`src/rtl/mem_wb_stage_pkg.sv`:
```
// Shared pipeline definitions for the MEM stage and MEM/WB register.
// Holds the data-memory access FSM encoding and timing defaults.
package mem_wb_stage_pkg;

    typedef enum logic [1:0] {
        IDLE   = 2'd0,
        ACCESS = 2'd1,
        FAULT  = 2'd2
    } mem_state_e;

    localparam int TIMEOUT_DEFAULT = 16;

endpackage

```
`src/rtl/mem_access_fsm.sv`:
```
// Data-memory handshake: request/ack tracking, wait counter and fault latch.
// Outputs are forced low while reset is held so a live request drops at once.
module mem_access_fsm
    import mem_wb_stage_pkg::*;
#(
    parameter int TIMEOUT = TIMEOUT_DEFAULT
) (
    input  logic clk,
    input  logic reset,
    input  logic mem_read,
    input  logic mem_write,
    input  logic dmem_ack,
    output logic dmem_req,
    output logic dmem_we,
    output logic mem_stall,
    output logic ack_ok,
    output logic mem_fault
);

    localparam logic [7:0] LIMIT = 8'(TIMEOUT);

    mem_state_e state_q, state_d;
    logic [7:0] cnt_q, cnt_d;
    logic       fault_q, fault_d;
    logic       memop;
    logic       req;

    assign memop = mem_read | mem_write;

    always_comb begin
        state_d = state_q;
        cnt_d   = cnt_q;
        req     = 1'b0;
        ack_ok  = 1'b0;
        unique case (state_q)
            IDLE: begin
                req = memop;
                if (memop) begin
                    if (dmem_ack) begin
                        ack_ok = 1'b1;
                    end else begin
                        state_d = ACCESS;
                        cnt_d   = 8'd1;
                    end
                end
            end
            ACCESS: begin
                req = 1'b1;
                if (dmem_ack) begin
                    ack_ok  = 1'b1;
                    state_d = IDLE;
                    cnt_d   = 8'd0;
                end else begin
                    cnt_d = cnt_q + 8'd1;
                    if (cnt_q + 8'd1 == LIMIT) begin
                        state_d = FAULT;
                    end
                end
            end
            FAULT: begin
                req = 1'b0;
            end
            default: begin
                state_d = IDLE;
                cnt_d   = 8'd0;
            end
        endcase
        // Read+write together is illegal but still serviced as a write
        fault_d = fault_q
                | (req & mem_read & mem_write)
                | (state_d == FAULT);
    end

    always_ff @(posedge clk or negedge reset) begin
        if (!reset) begin
            state_q <= IDLE;
            cnt_q   <= 8'd0;
            fault_q <= 1'b0;
        end else begin
            state_q <= state_d;
            cnt_q   <= cnt_d;
            fault_q <= fault_d;
        end
    end

    assign dmem_req  = reset & req;
    assign dmem_we   = reset & req & mem_write;
    assign mem_stall = reset
                     & ((memop & ~ack_ok & (state_q != FAULT))
                     | (state_q == FAULT));
    assign mem_fault = fault_q;

endmodule

```
`src/rtl/mem_wb_stage.sv`:
```
// MEM stage: branch resolution, data-memory access and the MEM/WB register.
// A stalled edge inserts a bubble; data fields keep their last values.
module mem_wb_stage
    import mem_wb_stage_pkg::*;
#(
    parameter int TIMEOUT = TIMEOUT_DEFAULT
) (
    input  logic        clk,
    input  logic        reset,
    input  logic        EXMEM_Branch,
    input  logic        EXMEM_MemRead,
    input  logic        EXMEM_MemWrite,
    input  logic        EXMEM_MemtoReg,
    input  logic        EXMEM_RegWrite,
    input  logic        EXMEM_Jal,
    input  logic        EXMEM_Zero,
    input  logic [4:0]  EXMEM_RD,
    input  logic [63:0] EXMEM_Adder2Out,
    input  logic [63:0] EXMEM_Result,
    input  logic [63:0] EXMEM_WriteData,
    input  logic [63:0] EXMEM_adder_out1,
    output logic        dmem_req,
    output logic        dmem_we,
    output logic [63:0] dmem_addr,
    output logic [63:0] dmem_wdata,
    input  logic        dmem_ack,
    input  logic [63:0] dmem_rdata,
    output logic        mem_stall,
    output logic        PCSrc,
    output logic [63:0] branch_target,
    output logic        mem_fault,
    output logic        MEMWB_RegWrite,
    output logic        MEMWB_MemtoReg,
    output logic        MEMWB_Jal,
    output logic [4:0]  MEMWB_RD,
    output logic [63:0] MEMWB_ReadData,
    output logic [63:0] MEMWB_Result,
    output logic [63:0] MEMWB_LinkAddr
);

    logic ack_ok;

    mem_access_fsm #(
        .TIMEOUT(TIMEOUT)
    ) u_fsm (
        .clk      (clk),
        .reset    (reset),
        .mem_read (EXMEM_MemRead),
        .mem_write(EXMEM_MemWrite),
        .dmem_ack (dmem_ack),
        .dmem_req (dmem_req),
        .dmem_we  (dmem_we),
        .mem_stall(mem_stall),
        .ack_ok   (ack_ok),
        .mem_fault(mem_fault)
    );

    assign dmem_addr     = EXMEM_Result;
    assign dmem_wdata    = EXMEM_WriteData;
    assign PCSrc         = (EXMEM_Branch & EXMEM_Zero) | EXMEM_Jal;
    assign branch_target = EXMEM_Adder2Out;

    always_ff @(posedge clk or negedge reset) begin
        if (!reset) begin
            MEMWB_RegWrite <= 1'b0;
            MEMWB_MemtoReg <= 1'b0;
            MEMWB_Jal      <= 1'b0;
            MEMWB_RD       <= 5'd0;
            MEMWB_ReadData <= 64'd0;
            MEMWB_Result   <= 64'd0;
            MEMWB_LinkAddr <= 64'd0;
        end else if (!mem_stall) begin
            MEMWB_RegWrite <= EXMEM_RegWrite;
            MEMWB_MemtoReg <= EXMEM_MemtoReg;
            MEMWB_Jal      <= EXMEM_Jal;
            MEMWB_RD       <= EXMEM_RD;
            MEMWB_Result   <= EXMEM_Result;
            MEMWB_LinkAddr <= EXMEM_adder_out1;
            if (EXMEM_MemRead & ack_ok) begin
                MEMWB_ReadData <= dmem_rdata;
            end
        end else begin
            MEMWB_RegWrite <= 1'b0;
            MEMWB_MemtoReg <= 1'b0;
            MEMWB_Jal      <= 1'b0;
        end
    end

endmodule

```
`config.mk`:
```
export PLATFORM = sky130hd
export DESIGN_NAME = mem_wb_stage
export DESIGN_NICKNAME = d
export VERILOG_FILES = /design/src/rtl/mem_wb_stage_pkg.sv /design/src/rtl/mem_access_fsm.sv /design/src/rtl/mem_wb_stage.sv
export SDC_FILE = /design/constraint.sdc
export NUM_CORES = 1
export LEC_CHECK = 0
export ABC_AREA = 1
export CAP_MARGIN = 20
export CORE_AREA = 2 2 289 291
export DETAILED_ROUTE_END_ITERATION = 7
export DIE_AREA = 0 0 291 293
export SETUP_SLACK_MARGIN = 0.4
export SLEW_MARGIN = 20
export SYNTH_ARGS = -nofsm -noshare
export SYNTH_HDL_FRONTEND = slang
export SYNTH_HIERARCHICAL = 1
export SYNTH_SLANG_ARGS = --single-unit
```
`constraint.sdc`:
```
create_clock -name clk -period 2.2 [get_ports clk]
set_input_delay 0.44 -clock clk [delete_from_list [all_inputs] [get_ports clk]]
set_output_delay 0.44 -clock clk [all_outputs]
set_load 0.02 [all_outputs]
```
Yosys cells after proc, flatten, opt, wreduce, memory -nomap -nowiden
Cells that the tools add are included.
{ "totals": {"register_bits": 211, "elab_cells": 54, "inputBits": 335, "out_inout_bits": 397} }
{ "classes": {"n_eq_ne": 7, "n_reduce_logical": 3, "n_addsub": 1, "n_mux": 16, "bitwise": 17} }
{ "op_table": {"columns": ["op", "count"], "rows": [
  ["$mux 8", 3],
  ["$pmux 8 s3", 1],
  ["$and 1x1->1", 9],
  ["$add 8x1->8 const B", 1],
  ["$eq 8x5->1 const B", 1],
  ["$mux 2", 4],
  ["$pmux 2 s3", 1],
  ["$mux 1", 5],
  ["$or 1x1->1", 5],
  ["$eq 2x2->1 const B", 2],
  ["$ne 2x2->1 const B", 2],
  ["$pmux 1 s2", 2],
  ["$not 1->1", 3],
  ["$reduce_and 3->1", 1],
  ["$eq 2x1->1 const B", 1],
  ["$logic_not 2->1", 1],
  ["$ne 2x1->1 const B", 1],
  ["$reduce_and 2->1", 1]
]} }

Logic depth before layout (Yosys ltp)
{ "logic_depth": {"depth_word": 10, "mapped_depth": 12, "ltp_nobuf": 11} }

By module
The synthesis kept the hierarchy.
{ "modules_own_cells": {"columns": ["mod", "cells_each", "n_inst", "seq_area_each_um2", "area_per_inst_um2"], "rows": [
  ["mem_wb_stage", 1049, 1, 5004.8, 9185.1],
  ["mem_access_fsm", 90, 1, 275.3, 651.9]
]} }

Worst setup path before layout
No wires, ideal clock.
{ "synth_path": {"kind": "input port to flip-flop", "from": "in EXMEM_MemRead", "to": "reg MEMWB_LinkAddr[0]", "path_slack_ns": 0.168, "required_time_ns": 2.084, "arrival_time_ns": 1.915, "setup_time_ns": 0.116, "n_path_buf": 2, "cell_stages": 12, "path_cell_list": "nor2_1 > inv_1 > nor2_1 > inv_1 > nand2_1 > o21ai_0 > a21oi_1 > inv_2 > buf_2 > buf_4 > nand2_1 > nand2_1"} }
{ "synth_between": {"elab_chain_cells": 8} }
{ "synth_rtl": {"columns": ["element", "line_no", "source"], "rows": [
  ["start: declaration", "mem_wb_stage.sv:11", "input logic EXMEM_MemRead,"],
  ["$or 1x1->1 *", "mem_access_fsm.sv:28", "assign memop = mem_read | mem_write;"],
  ["$mux 1", "mem_access_fsm.sv:38", "if (memop) begin"],
  ["$pmux 1 s2", "mem_access_fsm.sv:35", "unique case (state_q)"],
  ["$not 1->1", "mem_access_fsm.sv:89", "& ((memop & ~ack_ok & (state_q != FAULT))"],
  ["$and 1x1->1 * (2 in a row)", "mem_access_fsm.sv:89", null],
  ["$or 1x1->1 *", "mem_access_fsm.sv:90", "| (state_q == FAULT));"],
  ["$and 1x1->1 *", "mem_access_fsm.sv:89", null],
  ["net mem_stall", "mem_wb_stage.sv:28", "output logic mem_stall,"],
  ["end signal: assignment", "mem_wb_stage.sv:78", "MEMWB_LinkAddr <= EXMEM_adder_out1;"],
  ["end: declaration", "mem_wb_stage.sv:38", "output logic [63:0] MEMWB_LinkAddr"]
]} }
The timed path passes the listed nets; every way through them passes the cells marked *.
A chain may end at the register's enable or synchronous reset.

Worst setup path in the final report
{ "layout_path": {"from": "reg u_fsm.state_q[0]", "to": "out mem_stall"} }
{ "layout_between": {"elab_chain_cells": 7, "elab_cells_between_ends": 10, "classes_between": "3 x eq/ne; 1 x mux; 5 x bitwise; 1 x reduce/logical"} }
{ "layout_rtl": {"columns": ["element", "line_no", "source"], "rows": [
  ["start: declaration", "mem_access_fsm.sv:22", "mem_state_e state_q, state_d;"],
  ["start signal: assignment", "mem_access_fsm.sv:80", "state_q <= state_d;"],
  ["$eq 2x1->1 or $logic_not 2->1 (tied branches)", "mem_access_fsm.sv:35", null],
  ["$pmux 1 s2", "mem_access_fsm.sv:35", null],
  ["$not 1->1", "mem_access_fsm.sv:89", null],
  ["$and 1x1->1 (2 in a row)", "mem_access_fsm.sv:89", null],
  ["$or 1x1->1 *", "mem_access_fsm.sv:90", null],
  ["$and 1x1->1 *", "mem_access_fsm.sv:89", null],
  ["end: declaration", "mem_wb_stage.sv:28", null]
]} }
Every way passes the cells marked *; elsewhere a longest branch is shown, timed or not.

==> results.toml <==
[status]
outcome = "complete, but fails checks"
violations = "setup timing"

[worst_setup_path]
cp_cell_sequence = "nor2_1 > inv_1 > nand2_2 > buf_6 > o21ai_4 > a21oi_4 > buf_6"
reg2reg_from = "u_fsm/state_q[0]"
critPathMaxFanout = 4
slowest_delay_ns = 0.40
r2r-end = "u_fsm/cnt_q[0]"
crit_path_start = "u_fsm/state_q[0]"
worstPathArrival_ns = 1.81
r2r_setup_slack_ns = -0.03
crit_top_cell = "buf_6"
path_class = "register to output port"
crit_required_ns = 1.76
cp-endpoint = "mem_stall"
worstSetupEndpointType = "output port"
start_kind = "register"
r2r_cells = 16
cp_slowest_cell = "dfrtp_1"

[cells_and_area]
layout_common_cells = "nand2_1, dlygate4sd2_1, dfrtp_1"
area_delta_synth_final_pct = 68.5
final_common_cell = "nand2_1"
final_layout_size_suffix_gt1_share_pct = 15.4
multi_input_area_sq_um = 2960
fin_util_pct = 20.3
register_area_sq_um = 5280
fillCellCount = 9052
nets = 1833
finalNonFillerCells = 2586

[drt]
wl_mm = 42.9
drt-vias-per-instance = 3.38
route.vias.total = 8739
drc = 0
antenna_left = 0
first_iter_violations = 259
routedWlPerCell_um = 16.6
drt_first_pass_iters = 4

[clock_network]
cts_buffers = 26
cts_max_path_buffers = 3
clock_latency_ns = 0.57
ctsRootBufferMaster = "clkbuf_16"
htree_levels = 1
cts.sinks = 211
cts_tree = "done"
clk_pin_slew_ns = 0.06

[timing]
setup_viol = 2
fin_crit_ns = 2.25
fin_ws_ns = -0.0456
fin_skew_ns = 0.0214
tightestPinTransition_ns = 0.944
finalMaxSlewViolations = 0
max_slew_margin_pct = 37.1
timing.final.crit_share_pct = 102
fmax_mhz = 445
rsz0062_at_grt = "true"
hold_viol = 0

[floorplanning]
core_sq_um = 81800
ios = 732
start_util_pct = 12.0
die_h_um = 293
dieArea_sq_um = 85300
die_x_um = 291
rows = 105

[yosys]
async_flop_share_pct = 100
yosysTopAreaCellShare_pct = 53.7
synth_area_sq_um = 9840
synth_edf_count = 0
synthCells = 1139
ys_top_cells_by_area = "dfrtp_1, nand2_1, buf_4"
yosysSeqAreaShare_pct = 53.7
synth_compound_area_share_pct = 0.967
syn-num-nets = 1475
synthFlopType = "dfrtp_1"
synthAdderAreaFrac_pct = 0.127
yosysTopAreaCell = "dfrtp_1"
synth.avg_cell_area_sq_um = 8.64
synth_top_family_by_area = "simple AND/OR/NAND/NOR gates"
ys_ff_latch = 211
yosysWarnings = 6
synth.distinct_cells = 24
synthMuxAreaShare_pct = 0
synth-xor-area-share_pct = 0
yosys.area_share.simple_pct = 26.6

[global_route]
grt_overflow = 0
grt_max_degree = 123
antenna_found_initial = 2
grt_pass1_wl_mm = 56.8
grt_pass1_vias = 8798
grtUsageTotal_pct = 8.78

[place]
dp_hpwl_mm = 30.2
dp_slack_ns = -0.328
post-place-cells = 2488
io_buffers = 475
gp_congestion = 0.764

[hold_path]
worstHoldPathType = "primary input to register"

[pwr]
power_leakage_nw = 8.07
power_mw = 12.2
ir_drop_uv = 503
powerDensity_nw_per_um2 = 733

[flow_run]
cap_violations = 0
-- cell type report --
| type | instances | share of cell area, % |
|---|---|---|
| Inverter | 19 | 0.506 |
| Sequential cell | 211 | 31.9 |
| Clock inverter | 10 | 0.664 |
| Tap cell | 1070 | 8.08 |
| Multi-Input combinational cell | 661 | 17.8 |
| Antenna cell | 1 | 0.0151 |
| Clock buffer | 36 | 4.52 |
| Timing Repair Buffer | 578 | 36.5 |
-- cell families after synthesis --
family | after synthesis
adders and majority gates | 1
DFF | 211
AOI/OAI and AO/OA | 16
buffers and inverters | 267
and+or+nand+nor | 644
-- cells in the mapped netlist (3+ instances only) --
master	number
nand2_1	551
nor2_1	11
o21ai_0	5
nand3_1	6
buf_2	34
nand4_1	66
nor2_2	4
o22ai_1	3
clkbuf_1	6
inv_1	18
buf_4	207
nand2_2	4
dfrtp_1	211
-- state kept, by name, summed over array words and instances, names as in the netlist --
signal           cells
MEMWB_Jal            1
u_fsm/mem_fault      1
MEMWB_Result        64
MEMWB_RD             5
MEMWB_MemtoReg       1
u_fsm/cnt_q          8
u_fsm/state_q        2
MEMWB_LinkAddr      64
MEMWB_ReadData      64
MEMWB_RegWrite       1
-- where the power goes --
| part | total, mW | internal (mW) | switching (mW) |
|---|---|---|---|
| registers | 4.63 | 4.36 | 0.265 |
| clock network | 4.37 | 2.60 | 1.77 |
| logic | 3.16 | 1.38 | 1.77 |
| total | 12.2 | 8.34 | 3.81 |
-- critical path: cells and delay by family, from the launching register on --
family	cells	cell delay (ns)
flops	1	0.40
compound gates	2	0.19
simple gates	2	0.28
buf+inv	3	0.36
-- metrics by stage --
step	TNS (ns)	area, sq um	hold WS (ns)
final	-0.0768	16600	0.370
after floorplan	0	9870	0.144
after CTS	0	15700	0.324
after detailed placement	-52.83	14900	0.458
after global routing	-1.07	16600	0.351
after global placement	-52.16	14900	0.454
-- timing repair --
action / in CTS / in global routing
gates cloned: 0 / 19
hold buffers: 1 / 0
gates resized for setup: 308 / 93
endpoints found under the setup margin: 453 / 255
hold endpoints to repair: 103 / 0
buffers inserted: 15 / 16
pin swaps: 4 / 10
-- per-layer routing --
layer | GRT usage (%) | wire, um | share of wire (%)
met1 | 9.77 | 16800 | 39
met2 | 13.7 | 19200 | 45
met3 | 4.27 | 4730 | 11
met4 | 4.87 | 2220 | 5.2
met5 | 0 | 12 | 0.028
-- worst min path at each step --
stage                         endpoint                from  cells past startpoint
floorplan                    MEMWB_Jal               reset                      0
global placement    MEMWB_ReadData[60]  MEMWB_ReadData[60]                      2
detailed placement  MEMWB_ReadData[14]  MEMWB_ReadData[14]                      2
CTS                     MEMWB_RegWrite      EXMEM_RegWrite                      3
global route          MEMWB_Result[55]    EXMEM_Result[55]                      3
finish                MEMWB_Result[55]    EXMEM_Result[55]                      3
Note: power is estimated with default switching activity, not from simulation.
